`src/rtl/dmem_stall_ctrl.sv`:
```
// rtl/dmem_stall_ctrl.sv - MEM-stage data-memory handshake and pipeline stall/flush sequencing
module dmem_stall_ctrl #(
  parameter int DW      = 64,
  parameter int TIMEOUT = 16
) (
  input  logic          clk,
  input  logic          rst_n,
  input  logic [1:0]    ex_mem_ctrl,
  input  logic          ex_mem_valid,
  output logic          dmem_req,
  output logic          dmem_we,
  input  logic          dmem_ack,
  input  logic [DW-1:0] dmem_rdata,
  output logic [DW-1:0] mem_rdata,
  output logic          mem_err,
  input  logic          idex_memread,
  input  logic [4:0]    idex_rd,
  input  logic [4:0]    id_rs,
  input  logic [4:0]    id_rt,
  input  logic [1:0]    id_br,
  input  logic          id_br_eq,
  output logic          pc_write,
  output logic          if2id_write,
  output logic          if2id_flush,
  output logic          pc_sel_br,
  output logic          id2ex_bubble,
  output logic          ex2mem_hold,
  output logic          mem2wb_bubble,
  output logic [15:0]   stall_cnt
);

  typedef enum logic [1:0] {
    ST_IDLE    = 2'd0,
    ST_WAIT    = 2'd1,
    ST_RELEASE = 2'd2
  } state_t;

  // Last WAIT cycle index; an access without ack by then is aborted.
  localparam logic [7:0] WAIT_LAST = 8'(TIMEOUT - 1);

  state_t          state, state_nx;
  logic [7:0]      wait_cnt, wait_cnt_nx;
  logic            req_nx, we_nx, err_nx;
  logic [DW-1:0]   rdata_nx;
  logic [15:0]     stall_cnt_nx;
  logic            acc, mstall, lu, tk;

  // memwrite wins when both control bits are set, so any set bit means an access.
  assign acc    = ex_mem_valid & (ex_mem_ctrl[1] | ex_mem_ctrl[0]);
  // Stall starts combinationally in the detect cycle so the pipeline never advances past the access.
  assign mstall = ((state == ST_IDLE) & acc) | (state == ST_WAIT);
  assign lu     = idex_memread & ((idex_rd == id_rs) | (idex_rd == id_rt));
  assign tk     = ((id_br == 2'b01) & id_br_eq) | ((id_br == 2'b10) & ~id_br_eq);

  // State and registered handshake outputs; reset abandons any access in flight.
  always_ff @(posedge clk or negedge rst_n) begin
    if (!rst_n) begin
      state     <= ST_IDLE;
      wait_cnt  <= 8'd0;
      dmem_req  <= 1'b0;
      dmem_we   <= 1'b0;
      mem_err   <= 1'b0;
      mem_rdata <= '0;
      stall_cnt <= 16'd0;
    end else begin
      state     <= state_nx;
      wait_cnt  <= wait_cnt_nx;
      dmem_req  <= req_nx;
      dmem_we   <= we_nx;
      mem_err   <= err_nx;
      mem_rdata <= rdata_nx;
      stall_cnt <= stall_cnt_nx;
    end
  end

  // Next-state logic for the access sequencer; ack beats timeout in the same cycle.
  always_comb begin
    state_nx     = state;
    wait_cnt_nx  = wait_cnt;
    req_nx       = dmem_req;
    we_nx        = dmem_we;
    err_nx       = mem_err;
    rdata_nx     = mem_rdata;
    stall_cnt_nx = (mstall && (stall_cnt != 16'hFFFF)) ? stall_cnt + 16'd1 : stall_cnt;
    unique case (state)
      ST_IDLE: begin
        if (acc) begin
          state_nx    = ST_WAIT;
          req_nx      = 1'b1;
          we_nx       = ex_mem_ctrl[1];
          wait_cnt_nx = 8'd0;
        end
      end
      ST_WAIT: begin
        if (dmem_ack) begin
          state_nx = ST_RELEASE;
          req_nx   = 1'b0;
          we_nx    = 1'b0;
          if (!dmem_we) rdata_nx = dmem_rdata;
        end else if (wait_cnt == WAIT_LAST) begin
          state_nx = ST_RELEASE;
          req_nx   = 1'b0;
          we_nx    = 1'b0;
          err_nx   = 1'b1;
          rdata_nx = '0;
        end else begin
          wait_cnt_nx = wait_cnt + 8'd1;
        end
      end
      // EX/MEM still holds the finished instruction here, so acc is not looked at.
      ST_RELEASE: state_nx = ST_IDLE;
      default:    state_nx = ST_IDLE;
    endcase
  end

  // Pipeline strobes by priority: memory stall, then load-use, then taken branch.
  always_comb begin
    pc_write      = 1'b1;
    if2id_write   = 1'b1;
    if2id_flush   = 1'b0;
    pc_sel_br     = 1'b0;
    id2ex_bubble  = 1'b0;
    ex2mem_hold   = 1'b0;
    mem2wb_bubble = 1'b0;
    if (mstall) begin
      pc_write      = 1'b0;
      if2id_write   = 1'b0;
      ex2mem_hold   = 1'b1;
      mem2wb_bubble = 1'b1;
    end else if (lu) begin
      pc_write     = 1'b0;
      if2id_write  = 1'b0;
      id2ex_bubble = 1'b1;
    end else if (tk) begin
      pc_sel_br   = 1'b1;
      if2id_flush = 1'b1;
    end
  end

endmodule

```
`config.mk`:
```
export PLATFORM = sky130hd
export DESIGN_NAME = dmem_stall_ctrl
export DESIGN_NICKNAME = d
export VERILOG_FILES = /design/src/rtl/dmem_stall_ctrl.sv
export SDC_FILE = /design/constraint.sdc
export NUM_CORES = 1
export LEC_CHECK = 0
export BUFFER_PORTS_ARGS = -buffer_cell sky130_fd_sc_hd__buf_4
export CAP_MARGIN = 20
export CORE_MARGIN = 4
export CORE_UTILIZATION = 43
export DETAILED_ROUTE_END_ITERATION = 7
export PLACE_DENSITY = 0.76
export SLEW_MARGIN = 10
export SYNTH_ARGS = -nofsm -noshare
export SYNTH_HDL_FRONTEND = slang
export SYNTH_SLANG_ARGS = --single-unit
```
`constraint.sdc`:
```
create_clock -name clk -period 2.1 [get_ports clk]
set_input_delay 0.525 -clock clk [delete_from_list [all_inputs] [get_ports clk]]
set_output_delay 0.525 -clock clk [all_outputs]
set_load 0.01 [all_outputs]
```
# Word level (Yosys, flattened, before mapping)
# Cells that the tools add are included.
[word_totals] ff_bits=93 latch_bits=0 ramBits=0 mem_bits_ro=0 input_bits=89 out_inout_bits=90 wordCells=66 mem_count=0
[op_classes] addsub=2 multipliers=0 div=0 magnitude_cmp=0 n_eq_ne=12 shift=0 n_mux=25 n_bitwise=11 reduce_logical=9
[ops] cell="64-bit two-way mux" count=3
[ops] cell="8-bit two-way mux" count=3
[ops] cell="16-bit by 1-bit adder with 16-bit output, second input constant" count=1
[ops] cell="16-bit inequality test, second input constant" count=1
[ops] cell="8-bit one-hot mux with 2 select lines" count=1
[ops] cell="1-bit two-way mux" count=12
[ops] cell="5-bit equality test" count=2
[ops] cell="3-bit AND reduction" count=3
[ops] cell="8-bit by 1-bit adder with 8-bit output, second input constant" count=1
[ops] cell="8-bit by 4-bit equality test with 1-bit output, second input constant" count=1
[ops] cell="2-bit inequality test, second input constant" count=4
[ops] cell="2-bit two-way mux" count=3
[ops] cell="1-bit AND" count=5
[ops] cell="2-bit by 1-bit equality test with 1-bit output, second input constant" count=2
[ops] cell="1-bit OR" count=4
[ops] cell="1-bit one-hot mux with 2 select lines" count=2
[ops] cell="2-bit one-hot mux with 2 select lines" count=1
[ops] cell="4-bit AND reduction" count=1
[ops] cell="2-bit nonzero test" count=2
[ops] cell="3-bit by 2-bit inequality test with 1-bit output, second input constant" count=1
[ops] cell="2-bit equality test, second input constant" count=1
[ops] cell="2-bit logical NOT" count=1
[ops] cell="1-bit inverter" count=2
[ops] cell="2-bit AND reduction" count=1
[ops] cell="1-bit logical AND" count=1

# Longest topological paths before layout
# Gate-level depths: netlist of run 1.
[depth] depth_word=6 depth_mapped=6 depth_no_buf=5

# Worst setup path after synthesis of run 1
# Ideal clock, no wire load.
[synth_path] path_type="input port to output port" from="in ex_mem_ctrl[0]" to="out pc_sel_br" t_arrival_ns=1.831 required_time_ns=1.575 slack_ns=-0.256 path_stages=5 n_path_buf=1 cell_sequence="o21a_1 -> o21ai_1 -> inv_2 -> nor3_1 -> buf_4"
[synth_via] elab_chain_len=5
[synth_lines] item="start: declaration" line="8" rtl="input logic [1:0] ex_mem_ctrl,"
[synth_lines] item="1-bit OR" line="49" rtl="assign acc = ex_mem_valid & (ex_mem_ctrl[1] | ex_mem_ctrl[0]);"
[synth_lines] item="1-bit AND" line="49"
[synth_lines] item="1-bit AND" line="51" rtl="assign mstall = ((state == ST_IDLE) & acc) | (state == ST_WAIT);"
[synth_lines] item="1-bit OR" line="51"
[synth_lines] item="1-bit two-way mux"
[synth_lines] item="end: declaration" line="25" rtl="output logic pc_sel_br,"
# Every way passes these cells.

# Worst setup path after layout of run 1
[layout_path] from="in ex_mem_ctrl[0]" to="out if2id_flush"
[layout_via] elab_chain_len=5
[layout_lines] item="1-bit OR" line="49"
[layout_lines] item="1-bit AND" line="49"
[layout_lines] item="1-bit AND" line="51"
[layout_lines] item="1-bit OR" line="51"
[layout_lines] item="1-bit two-way mux" line="125" rtl="if (mstall) begin"
[layout_lines] item="end: declaration" line="24" rtl="output logic if2id_flush,"
# Every way passes these cells.

==> metrics, run 1 <==
status finished, final reports clean; Hold Fails Final Rpt 0; Starting DRT DRC Count 242; clk sinks 93; detailed-route DRC error count 0; CTS root buffer clkbuf_8; Worst path max stage delay 0.23 ns; placed insts 739; GRT Overall Usage 0.200; Synth Net Count 540; RSZ-0062 raised after global routing no; EDFF count, synth 0; DIE HEIGHT 107 um; Post-synth ARST share 1.00; vias per cell 5.01; die area 11400 sq um; Yosys reg bits 93; most common cell after layout, fill and taps aside buf_4; Seq. cell area 2330 sq um; CTS Buf Count 9; Achievable Freq 501 MHz; family with the most delay on the worst path compound AO/OA/AOI/OAI gates; Synth Warn # 0; Top FF cell, synth dfrtp_1; CP Data Required Time 1.57 ns; Crit-path slowest cell nor3_2; worst setup path class in -> out; Post-CTS Hold Buffers 0; port buffer count 178; headroom to the max-slew limit 0.623; Rows 35; Pleak 0.00284 uW; post-detail-place hpwl 8260 um; nets 712; TNS Setup 0 ns; Tcrit/Tclk final 0.951; area of the multi-input gates 1730 sq um; Final Max Slew Viols 0; Post-Syn Instances 449; Clock Skew 0.0155 ns; largest net degree at the start of global routing 94; CTS H-tree lvls 3; Worst Tran Pin Value 0.562 ns; final cell count without fillers 755; Setup crit end kind output pin; Design Area, Final 5870 sq um; Routed wire per std cell 14.8 um; clock-pin slew on the worst setup and hold paths 0.09 ns; WL final 11200 um; Via Count 3785; Post-DRT Antenna Nets 0; antenna violations before repair 0; DR pass1 iterations 4; VDD IR max 0.679 mV; Max Cap Viol 0; layout cells sized above 1 0.343; crit path cell chain buf_4 > o21a_1 > o21ai_2 > inv_2 > nor3_2 > buf_4; CTS tree done; boundary pin count 179; fin crit period 2.00 ns; Setup crit start kind primary input; grt ovf 0; most frequent cells in the layout buf_4 (180), nand2_1 (145), dfrtp_1 (91); WP data arrival 1.47 ns; routability-driven placement congestion ratio 0.820; number of global-route vias before repair 3795; register area share after synthesis 0.555; Mapped Avg Cell Area 9.34 sq um; fillers 819; Synth Cell Area 4200 sq um; Core Footprint 9370 sq um; clock latency on the worst-skew pair 0.35 ns; antenna cell count 0; pwr/cell area 1180 nW/um^2; setup violators final 0; Worst Hold Class in -> async; die span in x 107 um; initial core utilization 0.448; Area after DPL 5690 sq um; crit-path most repeated cell buf_4; Finished Core Util 0.627; Area growth syn-to-layout 40.0%; first-pass GRT wire length 18500 um; Distinct cells, synth 45; Crit Path Max Fanout 5; CTS Buffer Depth 2; CP bufs+invs 3
synth_stat cells (2+ instances only):
| cell type | count | area, sq um |
|---|---|---|
| o31ai_1 | 4 | 30.0 |
| xnor2_1 | 14 | 123 |
| o22ai_1 | 2 | 12.5 |
| nor4_1 | 2 | 12.5 |
| ha_1 | 2 | 25.0 |
| nand2b_1 | 2 | 12.5 |
| nor3b_1 | 2 | 15.0 |
| a31oi_1 | 2 | 12.5 |
| a21oi_1 | 67 | 335 |
| nand3_1 | 12 | 60.1 |
| a2bb2oi_1 | 2 | 17.5 |
| nand2_1 | 145 | 544 |
| mux2_1 | 6 | 67.6 |
| nor3_1 | 7 | 35.0 |
| nand4_1 | 6 | 37.5 |
| buf_2 | 13 | 65.1 |
| o21ai_0 | 2 | 10.0 |
| or3b_1 | 2 | 17.5 |
| nor2_1 | 14 | 52.6 |
| inv_1 | 6 | 22.5 |
| clkbuf_1 | 2 | 7.51 |
| buf_4 | 9 | 67.6 |
| xor2_1 | 5 | 43.8 |
| o211ai_1 | 2 | 15.0 |
| and3_1 | 2 | 12.5 |
| nor4_2 | 2 | 25.0 |
| o21ai_1 | 5 | 25.0 |
| dfrtp_1 | 93 | 2330 |
cell type report:
| class | instances | area share |
|---|---|---|
| timing repair buffer | 185 | 0.247 |
| clock buffer | 11 | 0.0224 |
| tap | 129 | 0.0275 |
| clock inverter | 5 | 0.00746 |
| sequential | 93 | 0.397 |
| inverter | 7 | 0.00447 |
| multi-input combinational | 325 | 0.294 |
flip-flops by register name, summed over array words and instances (netlist names):
| name | count |
|---|---|
| state | 2 |
| dmem_req | 1 |
| mem_err | 1 |
| mem_rdata | 64 |
| dmem_we | 1 |
| stall_cnt | 16 |
| wait_cnt | 8 |
power breakdown:
group	leakage [uW]	switching [uW]	internal [uW]	total [uW]
logic	0.00158	1350	1470	2820
clock network	0.0000821	632	447	1080
registers	0.00117	502	2510	3020
total	0.00284	2490	4430	6920
layer usage:
layer / vias up / GRT usage / share of wire
met4: 0 / 0.0438 / 0.0080
met1: 1764 / 0.262 / 0.43
li1: 1851 / - / -
met2: 160 / 0.331 / 0.47
met3: 10 / 0.0560 / 0.087
met5: - / 0 / 0
per-stage QoR:
| stage | power (uW) | setup WS (ns) | hold WS [ns] |
|---|---|---|---|
| 5_1_grt | 7430 | 0.0121 | 0.207 |
| 6_report | 6920 | 0.102 | 0.199 |
| 3_5_place_dp | 5910 | 0.0353 | 0.470 |
| 2_1_floorplan | 4260 | 0.0131 | 0.229 |
| 3_3_place_gp | 5800 | 0.114 | 0.448 |
| 4_1_cts | 7000 | 0.0347 | 0.222 |
kinds of logic (layout without fill, tap and decap cells):
logic type | Yosys count | count (layout) | synth area share
simple gates | 205 | 205 | 0.219
flops | 93 | 93 | 0.555
fa+ha+maj | 2 | 2 | 0.00596
compound gates | 92 | 92 | 0.123
mux | 7 | 7 | 0.0185
buf+inv | 31 | 208 | 0.0397
xor+xnor | 19 | 19 | 0.0397
worst register-to-register path, cell delays in order (launching register included):
cell and delay, ns:
dfrtp_1 0.45, nand4_2 0.19, a211o_1 0.39, nor4_2 0.30, mux2_1 0.34
timing repair:
item | 4_1_cts | 5_1_grt
resized for setup | 0 | 3
endpoints found under the setup margin | 0 | 5
setup buffers | 0 | 0
worst paths after layout:
path,end,cells after the start,startpoint,slack (ns)
setup / recovery,if2id_flush,6,ex_mem_ctrl[0],0.10
max in group asynchronous,wait_cnt[0],2,rst_n,1.49
setup reg to reg,stall_cnt[14],4,stall_cnt[4],0.32
min in group clk,mem_rdata[25],3,dmem_rdata[25],0.40
hold / removal,stall_cnt[1],2,rst_n,0.20
hold reg to reg,mem_err,1,mem_err,0.49
(Power assumes the default switching activity.)
==> inputs of run 2 (changes only) <==
--- a/config.mk
+++ b/config.mk
@@ -8,9 +8,9 @@
 export BUFFER_PORTS_ARGS = -buffer_cell sky130_fd_sc_hd__buf_4
 export CAP_MARGIN = 20
 export CORE_MARGIN = 4
-export CORE_UTILIZATION = 43
+export CORE_UTILIZATION = 40
 export DETAILED_ROUTE_END_ITERATION = 7
-export PLACE_DENSITY = 0.76
+export PLACE_DENSITY = 0.72
 export SLEW_MARGIN = 10
 export SYNTH_ARGS = -nofsm -noshare
 export SYNTH_HDL_FRONTEND = slang
==> metrics, run 2 (synthesis gave the netlist of run 1 again) <==
nets 712; reg2reg path depth 4; Clock Skew 0.0126 ns; Starting DRT DRC Count 250; number of global-route vias before repair 3715; Core Footprint 10300 sq um; fillers 911; Worst Tran Pin Value 0.644 ns; layout cells sized above 1 0.341; DR pass1 iterations 4; TNS Setup 0 ns; setup violators final 0; DIE HEIGHT 110 um; Setup crit end kind output pin; clock latency on the worst-skew pair 0.35 ns; top flop regs mem_rdata: 64 flops, stall_cnt: 16 flops, wait_cnt: 8 flops; Worst Hold Class in -> async; CTS root buffer clkbuf_8; port buffer count 178; Rows 37; Most flops, register mem_rdata; status finished, final reports clean; initial core utilization 0.408; Post-CTS Hold Buffers 0; fin crit period 2.01 ns; grt ovf 0; worst r2r src stall_cnt[4]; Pleak 0.00285 uW; RSZ-0062 raised after global routing no; Setup crit start kind primary input; Final Max Slew Viols 0; area of the multi-input gates 1730 sq um; CP Data Required Time 1.57 ns; most common cell after layout, fill and taps aside buf_4; pwr/cell area 1200 nW/um^2; Crit Path Max Fanout 5; Seq. cell area 2330 sq um; CTS H-tree lvls 3; routability-driven placement congestion ratio 0.834; WL final 11200 um; Post-DRT Antenna Nets 0; die span in x 110 um; CTS tree done; placed insts 745; largest net degree at the start of global routing 94; Worst R2R End stall_cnt[14]; vias per cell 5.02; Area growth syn-to-layout 40.7%; antenna violations before repair 0; antenna cell count 0; max reg flops 64; GRT Overall Usage 0.181; first-pass GRT wire length 18600 um; headroom to the max-slew limit 0.567; boundary pin count 179; Tcrit/Tclk final 0.957; Via Count 3824; post-detail-place hpwl 8080 um; final cell count without fillers 761; Hold Slack 0.198 ns; Achievable Freq 498 MHz; CTS Buffer Depth 2; VDD IR max 0.651 mV; WP data arrival 1.48 ns; Hold Fails Final Rpt 0; most frequent cells in the layout buf_4 (181), nand2_1 (145), dfrtp_1 (93); clock-pin slew on the worst setup and hold paths 0.09 ns; Reg2Reg Setup Slack 0.29 ns; die area 12200 sq um; Max Cap Viol 0; clk sinks 93; worst setup path class in -> out; CTS Buf Count 9; Routed wire per std cell 14.7 um; detailed-route DRC error count 0
==> run 2: cell types whose count changed in the layout (fill, tap and decap cells not counted) <==
| cell | previous run | this run |
|---|---|---|
| buf_12 | 5 | 4 |
| buf_4 | 180 | 181 |
| bufinv_16 | 0 | 2 |
| clkbuf_1 | 2 | 1 |
| clkinv_4 | 1 | 0 |
| dfrtp_1 | 91 | 93 |
| dfrtp_2 | 2 | 0 |
| inv_8 | 1 | 0 |
==> run 2: per-layer routing <==
layer | vias to the layer above | global-route usage | routed length, um
li1 | 1859 | - | -
met1 | 1786 | 0.245 | 4910
met2 | 168 | 0.281 | 5070
met3 | 11 | 0.0619 | 1080
met4 | 0 | 0.0468 | 104
met5 | - | 0 | 0
==> run 2: power breakdown <==
part	leakage (uW)	internal, uW	total (uW)	switching, uW
sequential	0.00117	2510	3010	497
clock	0.0000990	669	1280	608
combinational	0.00158	1470	2810	1340
total	0.00285	4650	7100	2440
==> run 2: worst max path at each step <==
stage | from | endpoint | slack, ns | cells past startpoint
global placement | id_rs[3] | id2ex_bubble | 0.08 | 6
floorplan | ex_mem_ctrl[0] | pc_sel_br | 0.01 | 5
finish | ex_mem_ctrl[0] | if2id_flush | 0.09 | 6
global route | state[1] | if2id_flush | 0.01 | 5
detailed placement | id_rs[3] | id2ex_bubble | 0.03 | 6
CTS | id_rs[3] | id2ex_bubble | 0.02 | 6
==> run 2: cell type report <==
type	count	area share
clock buffer	10	0.0216
clock inverter	5	0.0142
inverter	7	0.00445
multi-input combinational	325	0.293
sequential	93	0.394
tap	136	0.0288
timing repair buffer	185	0.244
==> run 2: metrics by stage <==
step / power [uW] / util / setup slack, ns / instance area [sq um]
2_1_floorplan: 4260 / - / 0.0131 / 4200
3_3_place_gp: 5800 / 0.552 / 0.0844 / 5680
3_5_place_dp: 5900 / 0.552 / 0.0318 / 5680
4_1_cts: 7190 / 0.573 / 0.0223 / 5890
5_1_grt: 7610 / 0.574 / 0.0115 / 5900
6_report: 7100 / 0.574 / 0.0906 / 5900
==> run 2: worst max-delay path, cell delays in order <==
cell and delay, ns:
buf_4 0.11, o21a_1 0.21, o21ai_2 0.19, inv_2 0.08
nor3_2 0.21, buf_4 0.15
==> run 2: timing repair <==
item                       4_1_cts  5_1_grt
setup endpoints to repair        0        3
buffers inserted                 0        1
resized for setup                0        1
==> inputs of run 3 (changes only) <==
--- a/config.mk
+++ b/config.mk
@@ -9,6 +9,7 @@
 export CAP_MARGIN = 20
 export CORE_MARGIN = 4
 export CORE_UTILIZATION = 40
+export CTS_BUF_LIST = sky130_fd_sc_hd__clkbuf_8
 export DETAILED_ROUTE_END_ITERATION = 7
 export PLACE_DENSITY = 0.72
 export SLEW_MARGIN = 10
==> metrics, run 3 (synthesis gave the netlist of run 1 again) <==
Achievable Freq 498 MHz; Stages on worst setup path 6; fin crit period 2.01 ns; Via Count 3850; setup violators final 0; Crit Path Max Fanout 5; headroom to the max-slew limit 0.567; Core Footprint 10300 sq um; GRT Overall Usage 0.181; RSZ-0062 raised after global routing no; Worst path max stage delay 0.21 ns; CTS Buffer Depth 2; number of global-route vias before repair 3720; initial core utilization 0.408; crit-path most repeated cell buf_4; most common cell after layout, fill and taps aside buf_4; clock-pin slew on the worst setup and hold paths 0.09 ns; WL final 11200 um; Clock Skew 0.0126 ns; fillers 911; CTS Buf Count 9; Most flops, register mem_rdata; Finished Core Util 0.574; DIE HEIGHT 110 um; routability-driven placement congestion ratio 0.834; TNS Setup 0 ns; max reg flops 64; Worst Tran Pin Value 0.644 ns; family with the most delay on the worst path compound AO/OA/AOI/OAI gates; clk sinks 93; vias per cell 5.06; Worst Hold Class in -> async; pwr/cell area 1200 nW/um^2; DR pass1 iterations 4; Hold Slack 0.199 ns; Pleak 0.00286 uW; antenna violations before repair 0; first-pass GRT wire length 18600 um; crit path cell chain buf_4 > o21a_1 > o21ai_2 > inv_2 > nor3_2 > buf_4; die area 12200 sq um; Rows 37; CTS H-tree lvls 3; grt ovf 0; largest net degree at the start of global routing 94; nets 712; reg2reg path depth 4; port buffer count 178; status finished, final reports clean; top flop regs mem_rdata: 64 flops, stall_cnt: 16 flops, wait_cnt: 8 flops; Tcrit/Tclk final 0.957; clock latency on the worst-skew pair 0.35 ns; Post-DRT Antenna Nets 0; Final Max Slew Viols 0; detailed-route DRC error count 0; die span in x 110 um; post-detail-place hpwl 8080 um; boundary pin count 179; CTS root buffer clkbuf_8; VDD IR max 0.651 mV; Crit-path slowest cell o21a_1; Max Cap Viol 0; Area growth syn-to-layout 40.7%; antenna cell count 0; Starting DRT DRC Count 258; worst setup path class in -> out; CTS tree done; most frequent cells in the layout buf_4 (181), nand2_1 (145), dfrtp_1 (93); layout cells sized above 1 0.341; CP bufs+invs 3; Hold Fails Final Rpt 0; CP Data Required Time 1.57 ns; Setup crit end kind output pin; WP data arrival 1.48 ns; Setup crit start kind primary input; Routed wire per std cell 14.7 um
[run 3: cell types whose count changed in the layout (fill, tap and decap cells not counted), sizes merged]
cell / before / now
clkbuf: 10 / 9
inv: 8 / 9
[run 3: path summary, 6_finish.rpt]
kind | from | endpoint | slack (ns)
setup / recovery | ex_mem_ctrl[0] | if2id_flush | 0.09
hold / removal | rst_n | mem_rdata[18] | 0.20
setup reg to reg | stall_cnt[4] | stall_cnt[14] | 0.29
hold reg to reg | mem_err | mem_err | 0.48
max in group asynchronous | rst_n | mem_rdata[54] | 1.51
min in group clk | dmem_rdata[20] | mem_rdata[20] | 0.40
[run 3: stage by stage]
step | std cells | area, sq um | setup WS (ns) | total power [uW]
after global routing | 761 | 5900 | 0.0115 | 7610
after detailed placement | 745 | 5680 | 0.0318 | 5900
after floorplan | 449 | 4200 | 0.0131 | 4260
after global placement | 745 | 5680 | 0.0844 | 5800
after CTS | 760 | 5890 | 0.0223 | 7190
final | 761 | 5900 | 0.0906 | 7090
[run 3: layout make-up]
type	count	area [sq um]	share of cell area
Clock buffer	9	124	0.0210
Clock inverter	6	87.6	0.0148
Inverter	7	26.3	0.00445
Multi-Input combinational cell	325	1730	0.293
Sequential cell	93	2330	0.394
Tap cell	136	170	0.0288
Timing Repair Buffer	185	1440	0.244
[run 3: power breakdown]
group / switching (uW) / internal [uW]
logic: 1340 / 1470
registers: 497 / 2510
clock network: 607 / 664
[run 3: layer usage]
layer / up-vias / track usage / wire length [um]
met5: - / 0 / 0
met4: 0 / 0.0468 / 104
met3: 11 / 0.0619 / 1050
met2: 178 / 0.282 / 5050
met1: 1802 / 0.244 / 4970
li1: 1859 / - / -
[run 3: what timing repair did]
action                     4_1_cts  5_1_grt
setup buffers                    0        1
hold buffers                     0        0
hold endpoints to repair         0        0
resized for setup                0        1
setup endpoints to repair        0        3
